===== config.mk =====
export PLATFORM = sky130hd
export DESIGN_NAME = rr_mux_arbiter_flat
export DESIGN_NICKNAME = d
export VERILOG_FILES = /design/src/rtl/rr_mux_arbiter_pkg.sv /design/src/rtl/rr_mux_arbiter_if.sv /design/src/rtl/rr_mux_arbiter_mux8to1.sv /design/src/rtl/rr_mux_arbiter.sv /design/src/flat_wrapper.sv
export SDC_FILE = /design/constraint.sdc
export NUM_CORES = 1
export LEC_CHECK = 0
export CORE_ASPECT_RATIO = 0.75
export CORE_MARGIN = 1
export CORE_UTILIZATION = 56
export CTS_CLUSTER_DIAMETER = 50
export DETAILED_ROUTE_END_ITERATION = 10
export PLACE_DENSITY_LB_ADDON = 0.25
export SLEW_MARGIN = 20
export SYNTH_ARGS = -nofsm -noshare
export SYNTH_HDL_FRONTEND = slang
export SYNTH_SLANG_ARGS = --single-unit

===== constraint.sdc =====
create_clock -name clk -period 5.3 [get_ports clk]
set_clock_uncertainty 0.2 [all_clocks]
set_input_delay 0.53 -clock clk [delete_from_list [all_inputs] [get_ports clk]]
set_output_delay 0.53 -clock clk [all_outputs]
set_load 0.005 [all_outputs]

===== src/rtl/rr_mux_arbiter_pkg.sv =====
// +--------------------------------------------------------------------+
// | rr_arb_pkg: shared constants, FSM encodings and the round-robin    |
// | priority search used by the rr_mux_arbiter block.                  |
// | Rev 1.0                                                            |
// +--------------------------------------------------------------------+
`default_nettype none

package rr_arb_pkg;

   localparam int N_REQ        = 8;
   localparam int SEL_W        = 3;
   localparam int MAX_HOLD_DEF = 15;

   localparam logic [0:0] ST_IDLE  = 1'b0;
   localparam logic [0:0] ST_GRANT = 1'b1;

   // Returns {found, idx}: first set bit of req at or after start, wrapping.
   // Scanning downward lets the smallest offset from start overwrite last.
   function automatic logic [SEL_W:0] next_req(input logic [N_REQ-1:0] req,
                                                input logic [SEL_W-1:0] start);
      logic [SEL_W:0]   res;
      logic [SEL_W-1:0] idx;
      res = '0;
      for (int i = N_REQ - 1; i >= 0; i--) begin
         idx = start + SEL_W'(i);
         if (req[idx]) begin
            res = {1'b1, idx};
         end
      end
      return res;
   endfunction

endpackage

`default_nettype wire


===== src/rtl/rr_mux_arbiter_if.sv =====
// +--------------------------------------------------------------------+
// | rr_mux_arbiter_if: request/grant/data bundle between requesters    |
// | (master) and the arbiter (slave).                                  |
// | Rev 1.0                                                            |
// +--------------------------------------------------------------------+
`default_nettype none

interface rr_mux_arbiter_if;
   import rr_arb_pkg::*;

   logic [N_REQ-1:0] req;
   logic [N_REQ-1:0] done;
   logic [N_REQ-1:0] data;
   logic [N_REQ-1:0] grant;
   logic [SEL_W-1:0] select;
   logic             valid;
   logic             out;

   modport master (
      output req, done, data,
      input  grant, select, valid, out
   );

   modport slave (
      input  req, done, data,
      output grant, select, valid, out
   );

endinterface

`default_nettype wire


===== src/rtl/rr_mux_arbiter_mux8to1.sv =====
// +--------------------------------------------------------------------+
// | mux8to1: shared data mux, one bit per requester.                   |
// | Rev 1.0                                                            |
// +--------------------------------------------------------------------+
`default_nettype none

module mux8to1
   import rr_arb_pkg::*;
(
   input  logic [N_REQ-1:0] data_in,
   input  logic [SEL_W-1:0] select,
   output logic             mux_out
);

   assign mux_out = data_in[select];

endmodule

`default_nettype wire


===== src/rtl/rr_mux_arbiter.sv =====
// +--------------------------------------------------------------------+
// | rr_mux_arbiter: round-robin owner of the 8:1 data mux with a       |
// | bounded hold time per grant.                                       |
// | Rev 1.0                                                            |
// +--------------------------------------------------------------------+
`default_nettype none

module rr_mux_arbiter
   import rr_arb_pkg::*;
#(
   parameter int MAX_HOLD = MAX_HOLD_DEF
) (
   input  logic            clk,
   input  logic            rst_n,
   rr_mux_arbiter_if.slave bus
);

   localparam int              HC_W      = (MAX_HOLD > 1) ? $clog2(MAX_HOLD) : 1;
   localparam logic [HC_W-1:0] HOLD_LAST = HC_W'(MAX_HOLD - 1);

   logic [0:0]       state;
   logic [0:0]       state_nxt;
   logic [SEL_W-1:0] ptr;
   logic [SEL_W-1:0] ptr_nxt;
   logic [SEL_W-1:0] sel_nxt;
   logic [SEL_W-1:0] sel_inc;
   logic [HC_W-1:0]  hold_cnt;
   logic [HC_W-1:0]  hold_nxt;
   logic [N_REQ-1:0] grant_nxt;
   logic [N_REQ-1:0] search_req;
   logic [SEL_W:0]   pick;
   logic             valid_nxt;
   logic             timeout;
   logic             by_done;
   logic             release_grant;
   logic             mux_out;

   mux8to1 u_mux (
      .data_in (bus.data),
      .select  (bus.select),
      .mux_out (mux_out)
   );

   assign bus.out = bus.valid & mux_out;

   always_ff @(posedge clk) begin
      if (!rst_n) begin
         state      <= ST_IDLE;
         ptr        <= '0;
         hold_cnt   <= '0;
         bus.select <= '0;
         bus.grant  <= '0;
         bus.valid  <= 1'b0;
      end else begin
         state      <= state_nxt;
         ptr        <= ptr_nxt;
         hold_cnt   <= hold_nxt;
         bus.select <= sel_nxt;
         bus.grant  <= grant_nxt;
         bus.valid  <= valid_nxt;
      end
   end

   always_comb begin
      timeout       = (hold_cnt == HOLD_LAST);
      by_done       = bus.done[bus.select];
      release_grant = by_done || !bus.req[bus.select] || timeout;
      sel_inc       = bus.select + SEL_W'(1);
      state_nxt     = state;
      ptr_nxt       = ptr;
      sel_nxt       = bus.select;
      hold_nxt      = hold_cnt;
      search_req    = bus.req;
      pick          = '0;

      case (state)
         ST_IDLE: begin
            hold_nxt = '0;
            sel_nxt  = '0;
            pick     = next_req(bus.req, ptr);
            if (pick[SEL_W]) begin
               state_nxt = ST_GRANT;
               sel_nxt   = pick[SEL_W-1:0];
            end
         end
         default: begin
            if (release_grant) begin
               // Searching from select+1 puts the old owner last, which is
               // exactly where a timed-out owner may still win.
               ptr_nxt  = sel_inc;
               hold_nxt = '0;
               if (by_done) begin
                  search_req[bus.select] = 1'b0;
               end
               pick = next_req(search_req, sel_inc);
               if (pick[SEL_W]) begin
                  sel_nxt = pick[SEL_W-1:0];
               end else begin
                  state_nxt = ST_IDLE;
                  sel_nxt   = '0;
               end
            end else if (hold_cnt != HOLD_LAST) begin
               hold_nxt = hold_cnt + HC_W'(1);
            end
         end
      endcase
   end

   always_comb begin
      valid_nxt = (state_nxt == ST_GRANT);
      grant_nxt = valid_nxt ? (N_REQ'(1) << sel_nxt) : '0;
   end

endmodule

`default_nettype wire


===== src/flat_wrapper.sv =====
// flat-port wrapper written by rule: the top's interface ports become plain ports
module rr_mux_arbiter_flat import rr_arb_pkg::*;
#(
   parameter int MAX_HOLD = MAX_HOLD_DEF
)
  (clk, rst_n, bus_req, bus_done, bus_data, bus_grant, bus_select, bus_valid, bus_out);
  rr_mux_arbiter_if bus_i ();
  input  logic clk;
  input  logic rst_n;
  input wire logic [$bits(bus_i.req)-1:0] bus_req;
  input wire logic [$bits(bus_i.done)-1:0] bus_done;
  input wire logic [$bits(bus_i.data)-1:0] bus_data;
  output wire logic [$bits(bus_i.grant)-1:0] bus_grant;
  output wire logic [$bits(bus_i.select)-1:0] bus_select;
  output wire logic [$bits(bus_i.valid)-1:0] bus_valid;
  output wire logic [$bits(bus_i.out)-1:0] bus_out;
  assign bus_i.req = bus_req;
  assign bus_i.done = bus_done;
  assign bus_i.data = bus_data;
  assign bus_grant = bus_i.grant;
  assign bus_select = bus_i.select;
  assign bus_valid = bus_i.valid;
  assign bus_out = bus_i.out;
  rr_mux_arbiter #(.MAX_HOLD(MAX_HOLD)) u_core (.clk(clk), .rst_n(rst_n), .bus(bus_i));
endmodule

==> flow_summary_export.csv <==
group,metric,value,unit
global_routing,antenna_found_initial,0,
placement,gp_congestion,0.9791,
timing,tns,0,ns
layout,final_util,0.6935,
floorplan,die_h,62.53,um
logic_synthesis,synth.area.top_cells,"mux4_2, dfxtp_1, mux2i_1",
setup_path,cp_slowest_cell,"ha_1",
logic_synthesis,ys_async_sr_fraction,0,
logic_synthesis,synth_seq_area_share,0.1391,
clock_network,post_cts_buffers,0,
setup_path,crit_path_max_fanout,17,
clock_network,htree_levels,1,
job,drv_cap,0,
clock_network,cts_tree,"done",
layout,area_growth,15.92,%
clock_network,path_clk_slew,0.07,ns
clock_network,ctsHoldBuffers,0,
timing,finalCriticalPeriod,4.394,ns
floorplan,die_w,82.70,um
global_routing,grt_use_total,0.3258,
logic_synthesis,synth_edf_count,0,
timing,fin_crit_sh,0.8290,
route,wire_per_inst,20.19,um
global_routing,grt_pass1_wl,13.01,mm
logic_synthesis,syn_inst,307,
layout,layout.nets,364,
floorplan,ios,39,
timing,setup_viol_count_final,0,
logic_synthesis,synth.distinct_cells,52,
placement,post-place-ws,0.9385,ns
outcome,status,"complete, no violations",
setup_path,cp.arrival,4.36,ns
route,wl,7.834,mm
placement,dpl.hpwl,5.772,mm
timing,fin_ws,0.9063,ns
logic_synthesis,synth.top_cells.by_count,"mux4_2, nand2_1, nor2_1",
setup_path,path_cells,"buf_4 > clkinv_1 > ha_1 > mux4_2 > mux2_2 > o32ai_1 > a31o_2 > a31oi_1 > a221oi_1 > nand2_1 > nor3b_1",
logic_synthesis,synth_seq_cells,19,
logic_synthesis,synth_top_cell_area_share,0.1976,
power_and_ir_drop,p_leak,1.160,nW
clock_network,numCtsBuffers,3,
timing,hold_viol,0,
timing,fmaxAchievable,227.6,MHz
setup_path,crit_type,"reg -> reg",
route,vias,2781,
logic_synthesis,synth_area,0.002735,sq mm
global_routing,grt_pass1_vias,2628,
route,drt_first_pass_iters,5,
setup_path,end_kind,"flip-flop",
timing,slew_viol_final,0,
worst_hold_path,hp-class,"reg -> reg",
setup_path,worstPathRequired,5.27,ns
setup_path,cpPeakStageDelay,0.85,ns
route,drt_iter0_drc,382,
placement,port_buffers,38,
clock_network,clk_latency,0.25,ns
timing,tightest_slew,0.9705,ns
floorplan,rows,21,
timing,rsz0062_at_grt,"no",
clock_network,ctsLongestPathBuffers,2,
route,route.detailed.drc,0,
layout,diodes,0,
logic_synthesis,synth_area_per_cell,8.909,sq um
power_and_ir_drop,ir_drop,0.3805,mV
timing,relSlewSlack,0.3521,
setup_path,startpoint_type,"flip-flop",
logic_synthesis,synth-main-ff-cell,"dfxtp_1",
global_routing,gr-total-overflow,0,
floorplan,core,0.004572,sq mm
clock_network,cts_sinks,19,
clock_network,cts_resized,0,
logic_synthesis,synth_top_cell_by_area,"mux4_2",
route,detail-route-antenna-nets,0,
layout,num-fill-cells,376,
floorplan,initial_core_util,0.5982,
power_and_ir_drop,power.density,593.2,mW/mm^2
floorplan,die_area,0.005171,sq mm
logic_synthesis,syn-num-nets,339,
route,drt-vias-per-instance,7.168,
clock_network,cts_root_buf,"clkbuf_8",
global_routing,grt_max_degree,24,
logic_synthesis,yosys_warnings,0,
logic_synthesis,yosysMostFrequentCell,"mux4_2",
layout,drive_gt1_frac,0.1450,
==> report_power, final <==
group	internal (mW)	switching (mW)
Combinational	0.684	0.841
Sequential	0.181	0.0762
Clock	0.0534	0.0457
Total	0.918	0.962
==> sequential cells by signal, summed over array words and instances, names as in the netlist <==
name / count
u_core.ptr: 3
u_core.bus.select: 3
u_core.hold_cnt: 4
u_core.bus.valid: 1
u_core.bus.grant: 8
==> final cells by class <==
class / count / area, sq um / share of cell area
Multi-Input combinational cell: 252 / 2203 / 0.6949
Clock buffer: 4 / 45.04 / 0.01421
Sequential cell: 19 / 380.4 / 0.1200
Inverter: 12 / 45.04 / 0.01421
Timing Repair Buffer: 44 / 425.4 / 0.1342
Tap cell: 57 / 71.32 / 0.02249
==> cells by family after synthesis <==
| kind of cell | after synthesis | share of synthesized area |
|---|---|---|
| AND/OR/NAND/NOR | 90 | 0.1606 |
| AO/OA/AOI/OAI | 86 | 0.2301 |
| multiplexers | 57 | 0.3408 |
| buffers and inverters | 36 | 0.05535 |
| flip-flops | 19 | 0.1391 |
| XOR/XNOR | 13 | 0.04666 |
| adder cells (fa/ha/maj) | 6 | 0.02745 |
==> cells in the final DEF (no fill, tap or decap), types with 3 or more instances in the layout <==
cell type | Yosys | final
clkdlybuf4s50_1 | 0 | 38
mux4_2 | 24 | 24
nand2_1 | 23 | 23
nor2_1 | 22 | 22
mux2i_1 | 20 | 20
dfxtp_1 | 19 | 19
a21oi_1 | 14 | 14
inv_1 | 11 | 11
mux2_2 | 10 | 10
nand3_1 | 10 | 10
a211oi_1 | 10 | 10
and2_1 | 9 | 9
o21ai_0 | 9 | 9
a31oi_1 | 8 | 8
xnor2_1 | 7 | 7
and3_1 | 6 | 6
ha_1 | 6 | 6
buf_4 | 0 | 6
nor3_1 | 5 | 5
xor2_1 | 5 | 5
a21o_1 | 5 | 5
nor3b_1 | 4 | 4
a211o_1 | 4 | 4
o311ai_0 | 4 | 4
a221oi_1 | 4 | 4
nor4_1 | 4 | 4
nor2b_1 | 3 | 3
mux4_1 | 3 | 3
clkbuf_8 | 0 | 3
==> metrics by stage <==
stage	hold WS (ns)	cells	instance area [sq um]	power (mW)
6_report	0.2952	388	3171	1.881
2_1_floorplan	0.2410	307	2735	1.373
5_1_grt	0.3391	388	3171	2.006
4_1_cts	0.2946	388	3171	1.835
3_3_place_gp	0.2631	384	3126	1.708
3_5_place_dp	0.2790	384	3126	1.723
==> per-layer routing <==
layer  share of wire  global-route usage  vias to the layer above
met4           0.015             0.09914                        0
met1            0.44              0.4995                     1305
met3            0.13             0.07445                       17
met2            0.42              0.4488                      198
met5               0                   0                        -
li1                -                   -                     1261
==> critical path, delay by kind of cell (launching register included) <==
kind / cells / cell delay [ns]
adders and majority gates: 1 / 0.85
and+or+nand+nor: 2 / 0.46
DFF: 1 / 0.31
muxes: 2 / 0.75
AOI/OAI and AO/OA: 4 / 1.19
buffers and inverters: 2 / 0.54
==> final timing paths <==
| path | from | end | slack (ns) | cells past startpoint |
|---|---|---|---|---|
| worst max-delay path | u_core.ptr[0] | u_core.bus.grant[3] | 0.91 | 11 |
| worst min register to register | u_core.hold_cnt[0] | u_core.hold_cnt[0] | 0.30 | 1 |
| worst max register to register | u_core.ptr[0] | u_core.bus.grant[3] | 0.91 | 11 |
| worst min-delay path | u_core.hold_cnt[0] | u_core.hold_cnt[0] | 0.30 | 1 |
Note: power is estimated with default switching activity, not from simulation.
